**config.mk**
```make
export PLATFORM = sky130hd
export DESIGN_NAME = key_req_arbiter_flat
export DESIGN_NICKNAME = d
export VERILOG_FILES = /design/src/rtl/key_req_arbiter_pkg.sv /design/src/rtl/key_req_arbiter_if.sv /design/src/rtl/key_req_arbiter_rr_pick.sv /design/src/rtl/key_req_arbiter.sv /design/src/flat_wrapper.sv
export SDC_FILE = /design/constraint.sdc
export NUM_CORES = 1
export LEC_CHECK = 0
export ABC_AREA = 1
export BUFFER_PORTS_ARGS = -buffer_cell sky130_fd_sc_hd__buf_4
export CAP_MARGIN = 20
export CORE_UTILIZATION = 59
export CTS_CLUSTER_DIAMETER = 60
export CTS_CLUSTER_SIZE = 20
export DETAILED_ROUTE_END_ITERATION = 8
export PLACE_DENSITY = 0.8
export REMOVE_ABC_BUFFERS = 1
export SYNTH_ARGS = -nofsm -noshare
export SYNTH_HDL_FRONTEND = slang
export SYNTH_SLANG_ARGS = --single-unit
```
**constraint.sdc**
```tcl
create_clock -name clk -period 2.25 [get_ports clk]
set_clock_uncertainty 0.05 [all_clocks]
set_input_delay 0.225 -clock clk [delete_from_list [all_inputs] [get_ports clk]]
set_output_delay 0.225 -clock clk [all_outputs]
set_load 0.01 [all_outputs]
```
**src/rtl/key_req_arbiter_pkg.sv**
```systemverilog
// Shared types and helpers for the multi-channel key request arbiter.
package key_req_pkg;

    typedef enum logic {
        IDLE = 1'b0,
        REQ  = 1'b1
    } state_e;

    function automatic int unsigned next_rr(input int unsigned ptr, input int unsigned n);
        return (ptr + 32'd1 >= n) ? 32'd0 : ptr + 32'd1;
    endfunction

endpackage

```
**src/rtl/key_req_arbiter_if.sv**
```systemverilog
// Agent/responder bundle: per-channel enables and clears in, one registered request out.
interface key_req_arbiter_if #(
    parameter int N_CH  = 4,
    parameter int KEY_W = 4
);
    localparam int CH_W = $clog2(N_CH);

    logic [N_CH-1:0]  ch_en;
    logic [N_CH-1:0]  clr;
    logic             ack;
    logic             req;
    logic [KEY_W-1:0] req_key;
    logic [CH_W-1:0]  req_ch;
    logic [N_CH-1:0]  done;

    modport master (
        output ch_en, clr, ack,
        input  req, req_key, req_ch, done
    );

    modport slave (
        input  ch_en, clr, ack,
        output req, req_key, req_ch, done
    );

endinterface

```
**src/rtl/key_req_arbiter_rr_pick.sv**
```systemverilog
// Circular priority select: first set bit of elig at or after ptr, wrapping modulo N_CH.
module rr_pick
    import key_req_pkg::*;
#(
    parameter int N_CH = 4,
    parameter int CH_W = $clog2(N_CH)
) (
    input  logic [N_CH-1:0] elig,
    input  logic [CH_W-1:0] ptr,
    output logic [CH_W-1:0] grant,
    output logic            any_valid
);

    localparam logic [CH_W:0] N_W = (CH_W + 1)'(N_CH);

    logic [CH_W:0] idx;

    // Walk offsets from farthest to nearest so the nearest eligible index wins.
    always_comb begin
        grant     = '0;
        any_valid = 1'b0;
        idx       = '0;
        for (int k = N_CH - 1; k >= 0; k--) begin
            idx = {1'b0, ptr} + (CH_W + 1)'(k);
            if (idx >= N_W) begin
                idx = idx - N_W;
            end
            if (elig[idx[CH_W-1:0]]) begin
                grant     = idx[CH_W-1:0];
                any_valid = 1'b1;
            end
        end
    end

endmodule

```
**src/rtl/key_req_arbiter.sv**
```systemverilog
// Round-robin arbiter issuing per-channel sequence keys; a channel's counter advances only on ack.
module key_req_arbiter
    import key_req_pkg::*;
#(
    parameter int N_CH  = 4,
    parameter int KEY_W = 4,
    parameter int WRAP  = 1,
    parameter int LIMIT = 15
) (
    input  logic               clk,
    input  logic               rst,
    key_req_arbiter_if.slave   bus
);

    localparam int CH_W = $clog2(N_CH);

    // Single-stage release so the FSM leaves reset cleanly aligned to clk.
    logic rst_sync_d;
    logic rst_sync_q;

    state_e           state_q, state_d;
    logic             req_q, req_d;
    logic [KEY_W-1:0] req_key_q, req_key_d;
    logic [CH_W-1:0]  req_ch_q, req_ch_d;
    logic [N_CH-1:0]  done_q, done_d;
    logic [CH_W-1:0]  rr_q, rr_d;
    logic [KEY_W-1:0] cnt_q [N_CH];
    logic [KEY_W-1:0] cnt_d [N_CH];

    logic [N_CH-1:0]  elig;
    logic [CH_W-1:0]  grant;
    logic             any_valid;

    assign rst_sync_d = 1'b1;

    always_ff @(posedge clk or negedge rst) begin
        if (!rst) rst_sync_q <= 1'b0;
        else      rst_sync_q <= rst_sync_d;
    end

    assign elig = bus.ch_en & ~done_q & ~bus.clr;

    rr_pick #(
        .N_CH (N_CH),
        .CH_W (CH_W)
    ) u_rr_pick (
        .elig      (elig),
        .ptr       (rr_q),
        .grant     (grant),
        .any_valid (any_valid)
    );

    always_ff @(posedge clk or negedge rst_sync_q) begin
        if (!rst_sync_q) state_q <= IDLE;
        else             state_q <= state_d;
    end

    always_comb begin
        state_d = state_q;
        case (state_q)
            IDLE:    if (any_valid) state_d = REQ;
            REQ:     if (bus.ack)   state_d = IDLE;
            default: state_d = IDLE;
        endcase
    end

    always_comb begin
        req_d     = req_q;
        req_key_d = req_key_q;
        req_ch_d  = req_ch_q;
        rr_d      = rr_q;
        done_d    = done_q;
        cnt_d     = cnt_q;
        case (state_q)
            IDLE: begin
                if (any_valid) begin
                    req_d     = 1'b1;
                    req_ch_d  = grant;
                    req_key_d = cnt_q[grant];
                end
            end
            REQ: begin
                if (bus.ack) begin
                    req_d = 1'b0;
                    rr_d  = CH_W'(next_rr(32'(req_ch_q), N_CH));
                    if (WRAP != 0) begin
                        cnt_d[req_ch_q] = cnt_q[req_ch_q] + KEY_W'(1);
                    end else if (cnt_q[req_ch_q] == KEY_W'(LIMIT)) begin
                        done_d[req_ch_q] = 1'b1;
                    end else begin
                        cnt_d[req_ch_q] = cnt_q[req_ch_q] + KEY_W'(1);
                    end
                end
            end
            default: req_d = 1'b0;
        endcase
        // Clear overrides any same-cycle ack update on that channel.
        for (int i = 0; i < N_CH; i++) begin
            if (bus.clr[i]) begin
                cnt_d[i]  = '0;
                done_d[i] = 1'b0;
            end
        end
    end

    always_ff @(posedge clk or negedge rst_sync_q) begin
        if (!rst_sync_q) begin
            req_q     <= 1'b0;
            req_key_q <= '0;
            req_ch_q  <= '0;
            done_q    <= '0;
            rr_q      <= '0;
            for (int i = 0; i < N_CH; i++) cnt_q[i] <= '0;
        end else begin
            req_q     <= req_d;
            req_key_q <= req_key_d;
            req_ch_q  <= req_ch_d;
            done_q    <= done_d;
            rr_q      <= rr_d;
            for (int i = 0; i < N_CH; i++) cnt_q[i] <= cnt_d[i];
        end
    end

    assign bus.req     = req_q;
    assign bus.req_key = req_key_q;
    assign bus.req_ch  = req_ch_q;
    assign bus.done    = done_q;

endmodule

```
**src/flat_wrapper.sv**
```systemverilog
// flat-port wrapper written by rule: the top's interface ports become plain ports
module key_req_arbiter_flat import key_req_pkg::*;
#(
    parameter int N_CH  = 4,
    parameter int KEY_W = 4,
    parameter int WRAP  = 1,
    parameter int LIMIT = 15
)
  (clk, rst, bus_ch_en, bus_clr, bus_ack, bus_req, bus_req_key, bus_req_ch, bus_done);
  key_req_arbiter_if #(.N_CH(N_CH), .KEY_W(KEY_W)) bus_i ();
  input  logic clk;
  input  logic rst;
  input wire logic [$bits(bus_i.ch_en)-1:0] bus_ch_en;
  input wire logic [$bits(bus_i.clr)-1:0] bus_clr;
  input wire logic [$bits(bus_i.ack)-1:0] bus_ack;
  output wire logic [$bits(bus_i.req)-1:0] bus_req;
  output wire logic [$bits(bus_i.req_key)-1:0] bus_req_key;
  output wire logic [$bits(bus_i.req_ch)-1:0] bus_req_ch;
  output wire logic [$bits(bus_i.done)-1:0] bus_done;
  assign bus_i.ch_en = bus_ch_en;
  assign bus_i.clr = bus_clr;
  assign bus_i.ack = bus_ack;
  assign bus_req = bus_i.req;
  assign bus_req_key = bus_i.req_key;
  assign bus_req_ch = bus_i.req_ch;
  assign bus_done = bus_i.done;
  key_req_arbiter #(.N_CH(N_CH), .KEY_W(KEY_W), .WRAP(WRAP), .LIMIT(LIMIT)) u_core (.clk(clk), .rst(rst), .bus(bus_i));
endmodule
```
Word-level counts from Yosys, hierarchy flattened

Index checks and enable logic that the tools add are counted.

Reduce and logical (&&, ||, !) cells: 16
Eq/ne operators: 2
Add/sub/neg operators: 9
Muxes and demuxes: 42
Order comparisons: 12
Bitwise gates (word level): 5

Operators with widths:

| cell                | number |
|---|---|
| $mux 4              | 9 |
| $mux 16             | 2 |
| $ge 3x3->1 const B  | 6 |
| $mux 2              | 9 |
| $bmux 4 s2          | 2 |
| $bwmux 16           | 1 |
| $reduce_bool 2->1   | 8 |
| $reduce_and 2->1    | 7 |
| $lt 2x3->1 const B  | 4 |
| $mux 1              | 12 |
| $bmux 1 s2          | 4 |
| $demux 4 s2         | 1 |
| $sub 2x1->2 const B | 4 |
| $add 2x1->3 const B | 2 |
| $add 2x2->3 const B | 2 |
| $not 2->3           | 2 |
| $add 4x1->4 const B | 1 |
| $and 4x4->4         | 1 |
| $not 4->4           | 1 |
| $pmux 1 s2          | 2 |
| $ge 2x3->1 const B  | 1 |
| $lt 3x1->1 const B  | 1 |
| $ne 2x1->1 const B  | 1 |
| $ne 2x2->1 const B  | 1 |
| other kinds (2)     | 2 |

Register bits after elaboration: 27
Logic and storage cells: 96
Input port bits: 11

Depth between registers and ports, before layout

Depth after elaboration: 13
Depth in mapped cells: 17
Mapped depth without buffers: 16

Cells and area by module

From an unflattened synthesis, not the netlist that was laid out.

Cell total of the unflattened synthesis: 236
Area, all modules: 1707.9 µm²

By module, submodules not included:

| module          | area each (µm²) | seq. area each (µm²) | times used | cells each |
|---|---|---|---|---|
| key_req_arbiter | 1492.7          | 675.6                | 1          | 192 |
| rr_pick         | 215.2           | 0.0                  | 1          | 44 |

Least setup slack after synthesis

OpenSTA, ideal clock, no wires.

Path kind: flip-flop to flip-flop
From: reg u_core.rr_q[0]
To: reg u_core.req_key_q[0] (netlist: u_core.bus.req_key[0])
Data required time: 2084 ps
Data arrival time: 1559 ps
Slack: 524 ps
Buffers on the path: 1
Period minus slack after synthesis: 1726 ps
Cell stages (with the launch flop): 18
Cells stage by stage: dfrtp_1 inv_2 nand2_2 nand2_2 clkinv_1 nand2_2 nand2_1 inv_2 nand2_1 nand2_1 nand2_2 nand2_4 buf_6 nand2_2 nand3_1 nand2_1 nand2_1 nand2_1

Word-level cells in the longest chain between the ends: 13

Ends and longest elaborated chain:

| element                                          | line                                                         | text |
|---|---|---|
| from (decl)                                      | key_req_arbiter.sv:26                                        | `logic [CH_W-1:0] rr_q, rr_d;` |
| from (signal assigned)                           | key_req_arbiter.sv:119                                       | `rr_q <= rr_d;` |
| $add 2x2->3                                      | key_req_arbiter_rr_pick.sv:24                                | `idx = {1'b0, ptr} + (CH_W + 1)'(k);` |
| $ge 3x3->1 / $sub 2x1->2 (equally long branches) | key_req_arbiter_rr_pick.sv:25, key_req_arbiter_rr_pick.sv:26 |  |
| $mux 2                                           | key_req_arbiter_rr_pick.sv:25                                | `if (idx >= N_W) begin` |
| $bmux 1 s2                                       | key_req_arbiter_rr_pick.sv:28                                | `if (elig[idx[CH_W-1:0]]) begin` |
| $mux 1 (implied by the code)                     | key_req_arbiter_rr_pick.sv:28                                |  |
| $mux 2 (4 in series)                             | key_req_arbiter_rr_pick.sv:28                                |  |
| $not 2->3 (implied by the code)                  | key_req_arbiter.sv:79                                        | `req_key_d = cnt_q[grant];` |
| $bmux 4 s2                                       | key_req_arbiter.sv:79                                        |  |
| $mux 4 (implied by the code) (2 in series)       | key_req_arbiter.sv:79                                        |  |
| to (signal assigned)                             | key_req_arbiter.sv:116                                       | `req_key_q <= req_key_d;` |
| to (decl)                                        | key_req_arbiter.sv:23                                        | `logic [KEY_W-1:0] req_key_q, req_key_d;` |

Several ways; a longest one is shown, not always the timed one. The select of a mux whose other input is x is not followed.
A chain may end at the register's enable or synchronous reset.

Worst setup path in the final report

From: reg u_core.rr_q[0]
To: reg u_core.req_key_q[1] (netlist: u_core.bus.req_key[1])

The elaborated chain is that of the path after synthesis.

==> flow_summary_export.csv <==
group,metric,value,unit
outcome,outcome,"complete, no violations",
setup_path,cp-start-kind,"flip-flop",
clock_tree,root_buffer,"clkbuf_4",
layout,instances_no_fill,267,
setup_path,cp_slowest_cell,"dfrtp_1",
clock_tree,numCtsBuffers,3,
layout,final_common_cell,"nand2_1",
power_and_ir_drop,p_switching,1.28,mW
placement,dp_hpwl,3.19,mm
synthesis,syn_inst,217,
global_routing,antenna_found_initial,0,
global_routing,track_usage,32.1,%
placement,numPlacedInstances,262,
die,die_area,2980,sq um
route,dr.pass1.iters,4,
clock_tree,clk_pin_slew,0.14,ns
timing,clock.fmax,500,MHz
setup_path,path_delay_family,"simple AND/OR/NAND/NOR gates",
timing,finalSetupTns,0,ns
route,drt_iter0_drc,68,
timing,setup_slack,0.251,ns
synthesis,postSynthAreaPerCell,7.52,sq um
power_and_ir_drop,p_int,1.20,mW
layout,drive_gt1_share,17.3,%
route,wire_per_inst,15.5,um
placement,gp_congestion,0.964,
layout,nets,254,
setup_path,crit_arrival,2.18,ns
synthesis,synth_warnings,0,
setup_path,crit_buf_inv,3,
layout,final_cell_mix,"nand2_1 (55), dfrtp_1 (27), inv_1 (26)",
timing,rsz0062_at_grt,"no",
setup_path,critPathKind,"reg2reg",
placement,dp_slack,0.290,ns
setup_path,required,2.43,ns
run,drv_cap,0,
timing,final-max-slew-violation-count,0,
global_routing,grt_overflow,0,
timing,period_minus_slack,2.00,ns
route,via_per_inst,6.13,
clock_tree,cts_buffer_depth,2,
power_and_ir_drop,p_comb_share,62.4,%
synthesis,synth-seq-area-share,41.4,%
placement,portBuffers,17,
setup_path,path_max_fanout,12,
route,drt-total-wl,4.15,mm
global_routing,grt_pass1_vias,1507,
layout,n_antenna_cell,0,
min_path,hp-class,"in2reg",
die,coreArea,2540,sq um
power_and_ir_drop,ir_drop,0.977,mV
power_and_ir_drop,p_sw_share,51.6,%
die,initial_core_util,64.1,%
timing,hold_viol_final,0,
global_routing,grt_max_degree,27,
clock_tree,htree_levels,1,
setup_path,crit_path_end_kind,"flip-flop",
route,drc_errors,0,
clock_tree,cts_setup_buffers,0,
setup_path,max_stage_delay,0.49,ns
power_and_ir_drop,p_leak,0.947,nW
synthesis,ys_ff_latch,27,
setup_path,crit_chain,"inv_2 > nand2_2 > nand2_2 > clkinv_1 > nand2_2 > nand2_1 > inv_2 > nand2_1 > nand2_1 > nand2_2 > nand2_4 > nand2_1 > nand3_1 > nand2_1 > nand2_1 > nand2_1",
clock_tree,cts.sinks,27,
clock_tree,cts_tree,"built",
layout,area_growth,11.3,%
setup_path,crit_top_cell,"nand2_1",
die,die_h,54.6,um
route,via_count,1636,
layout,post-route-util,71.4,%
route,ant_nets,0,
power_and_ir_drop,seqPwrFrac,29.2,%
die,die_x,54.6,um
die,placement_rows,18,
timing,period_share,88.9,%
timing,setup_viol,0,
global_routing,grt_pass1_wl,6.73,mm
synthesis,synth.distinct_cells,26,
die,pin_count,22,
synthesis,syn-cell-area,1630,sq um
power_and_ir_drop,power.density,1360,nW/um^2
clock_tree,insertion_delay,0.32,ns
power_and_ir_drop,clock_power_share,8.4,%
[routing by layer]
layer	global-route usage, %	vias to the layer above	part of all wire (%)	routed length (um)
met5	0	-	0	0
met4	12.4	0	2.6	108
met1	41.6	789	44	1820
met2	50.6	90	45	1890
met3	8.61	15	8.2	340
li1	-	742	-	-
[metrics by stage]
| stage | hold WS [ns] | instance area, sq um | power [mW] |
|---|---|---|---|
| 3_5_place_dp | -0.0491 | 1780 | 2.22 |
| 6_report | 0.0162 | 1820 | 2.47 |
| 3_3_place_gp | -0.0499 | 1780 | 2.16 |
| 2_1_floorplan | -0.121 | 1590 | 1.80 |
| 4_1_cts | 0.0284 | 1810 | 2.43 |
| 5_1_grt | 0.0269 | 1820 | 2.71 |
[Yosys cell counts (all sizes together)]
master / instances / area share, %
inv: 30 / 6.9
ha: 5 / 3.8
nand2: 63 / 16
buf: 6 / 2.8
clkinv: 2 / 0.46
nand3: 27 / 8.9
xnor2: 1 / 0.54
nand4: 2 / 0.77
o2bb2ai: 1 / 0.54
o31ai: 1 / 0.46
a21oi: 14 / 4.8
o22ai: 15 / 5.8
xor2: 1 / 0.54
clkbuf: 2 / 0.46
dfrtp: 27 / 41
nor2: 6 / 1.4
conb: 2 / 0.46
o211ai: 2 / 0.92
o21ai: 10 / 3.1
[registers in the layout (all words and copies together) (netlist names)]
| name | flops |
|---|---|
| u_core.bus.req_key | 4 |
| u_core.state_q | 1 |
| u_core.cnt_q | 16 |
| u_core.rst_sync_q | 1 |
| u_core.rr_q | 2 |
| u_core.bus.req | 1 |
| u_core.bus.req_ch | 2 |
[timing repair]
| action | in CTS | in global routing |
|---|---|---|
| hold endpoints to repair | 1 | 0 |
| hold buffers | 1 | 0 |
| endpoints found under the setup margin | 0 | 1 |
| gates resized for setup | 0 | 1 |
[cells by family after synthesis]
logic type,synth area share (%)
other,0.460
buffers and inverters,10.7
XOR/XNOR,1.07
adder cells (fa/ha/maj),3.83
AO/OA/AOI/OAI,15.5
AND/OR/NAND/NOR,27.1
flip-flops,41.4
[cell type report]
| class | count | area [sq um] |
|---|---|---|
| Inverter | 32 | 120 |
| Clock inverter | 1 | 5.00 |
| Clock buffer | 3 | 22.5 |
| Multi-Input combinational cell | 153 | 796 |
| Timing Repair Buffer | 21 | 160 |
| Sequential cell | 27 | 676 |
| Tap cell | 30 | 37.5 |
| Fill cell | 209 | 728 |
[power by group through the flow]
stage          Clock [mW]  Sequential (mW)  Combinational (mW)
2_1_floorplan           0            0.742                1.06
5_1_grt             0.221            0.738                1.75
3_5_place_dp            0            0.727                1.49
4_1_cts             0.209            0.717                1.50
6_report            0.208            0.721                1.54
3_3_place_gp            0            0.716                1.44
[final timing paths]
check                                             from                                end  cells past startpoint  slack, ns
setup / recovery            u_core.rr_q[0]$_DFFE_PN0P_  u_core.bus.req_key[1]$_DFFE_PN0P_                     16       0.25
max in group asynchronous  u_core.rst_sync_q$_DFF_PN0_        u_core.cnt_q[1]$_DFFE_PN0P_                      1       1.72
hold reg to reg            u_core.rst_sync_q$_DFF_PN0_       u_core.cnt_q[10]$_DFFE_PN0P_                      1       0.19
setup reg to reg            u_core.rr_q[0]$_DFFE_PN0P_  u_core.bus.req_key[1]$_DFFE_PN0P_                     16       0.25
hold / removal                                 bus_ack           u_core.state_q$_DFF_PN0_                      2       0.02
min in group asynchronous                          rst        u_core.rst_sync_q$_DFF_PN0_                      2       0.14
Note: power is estimated with default switching activity, not from simulation.
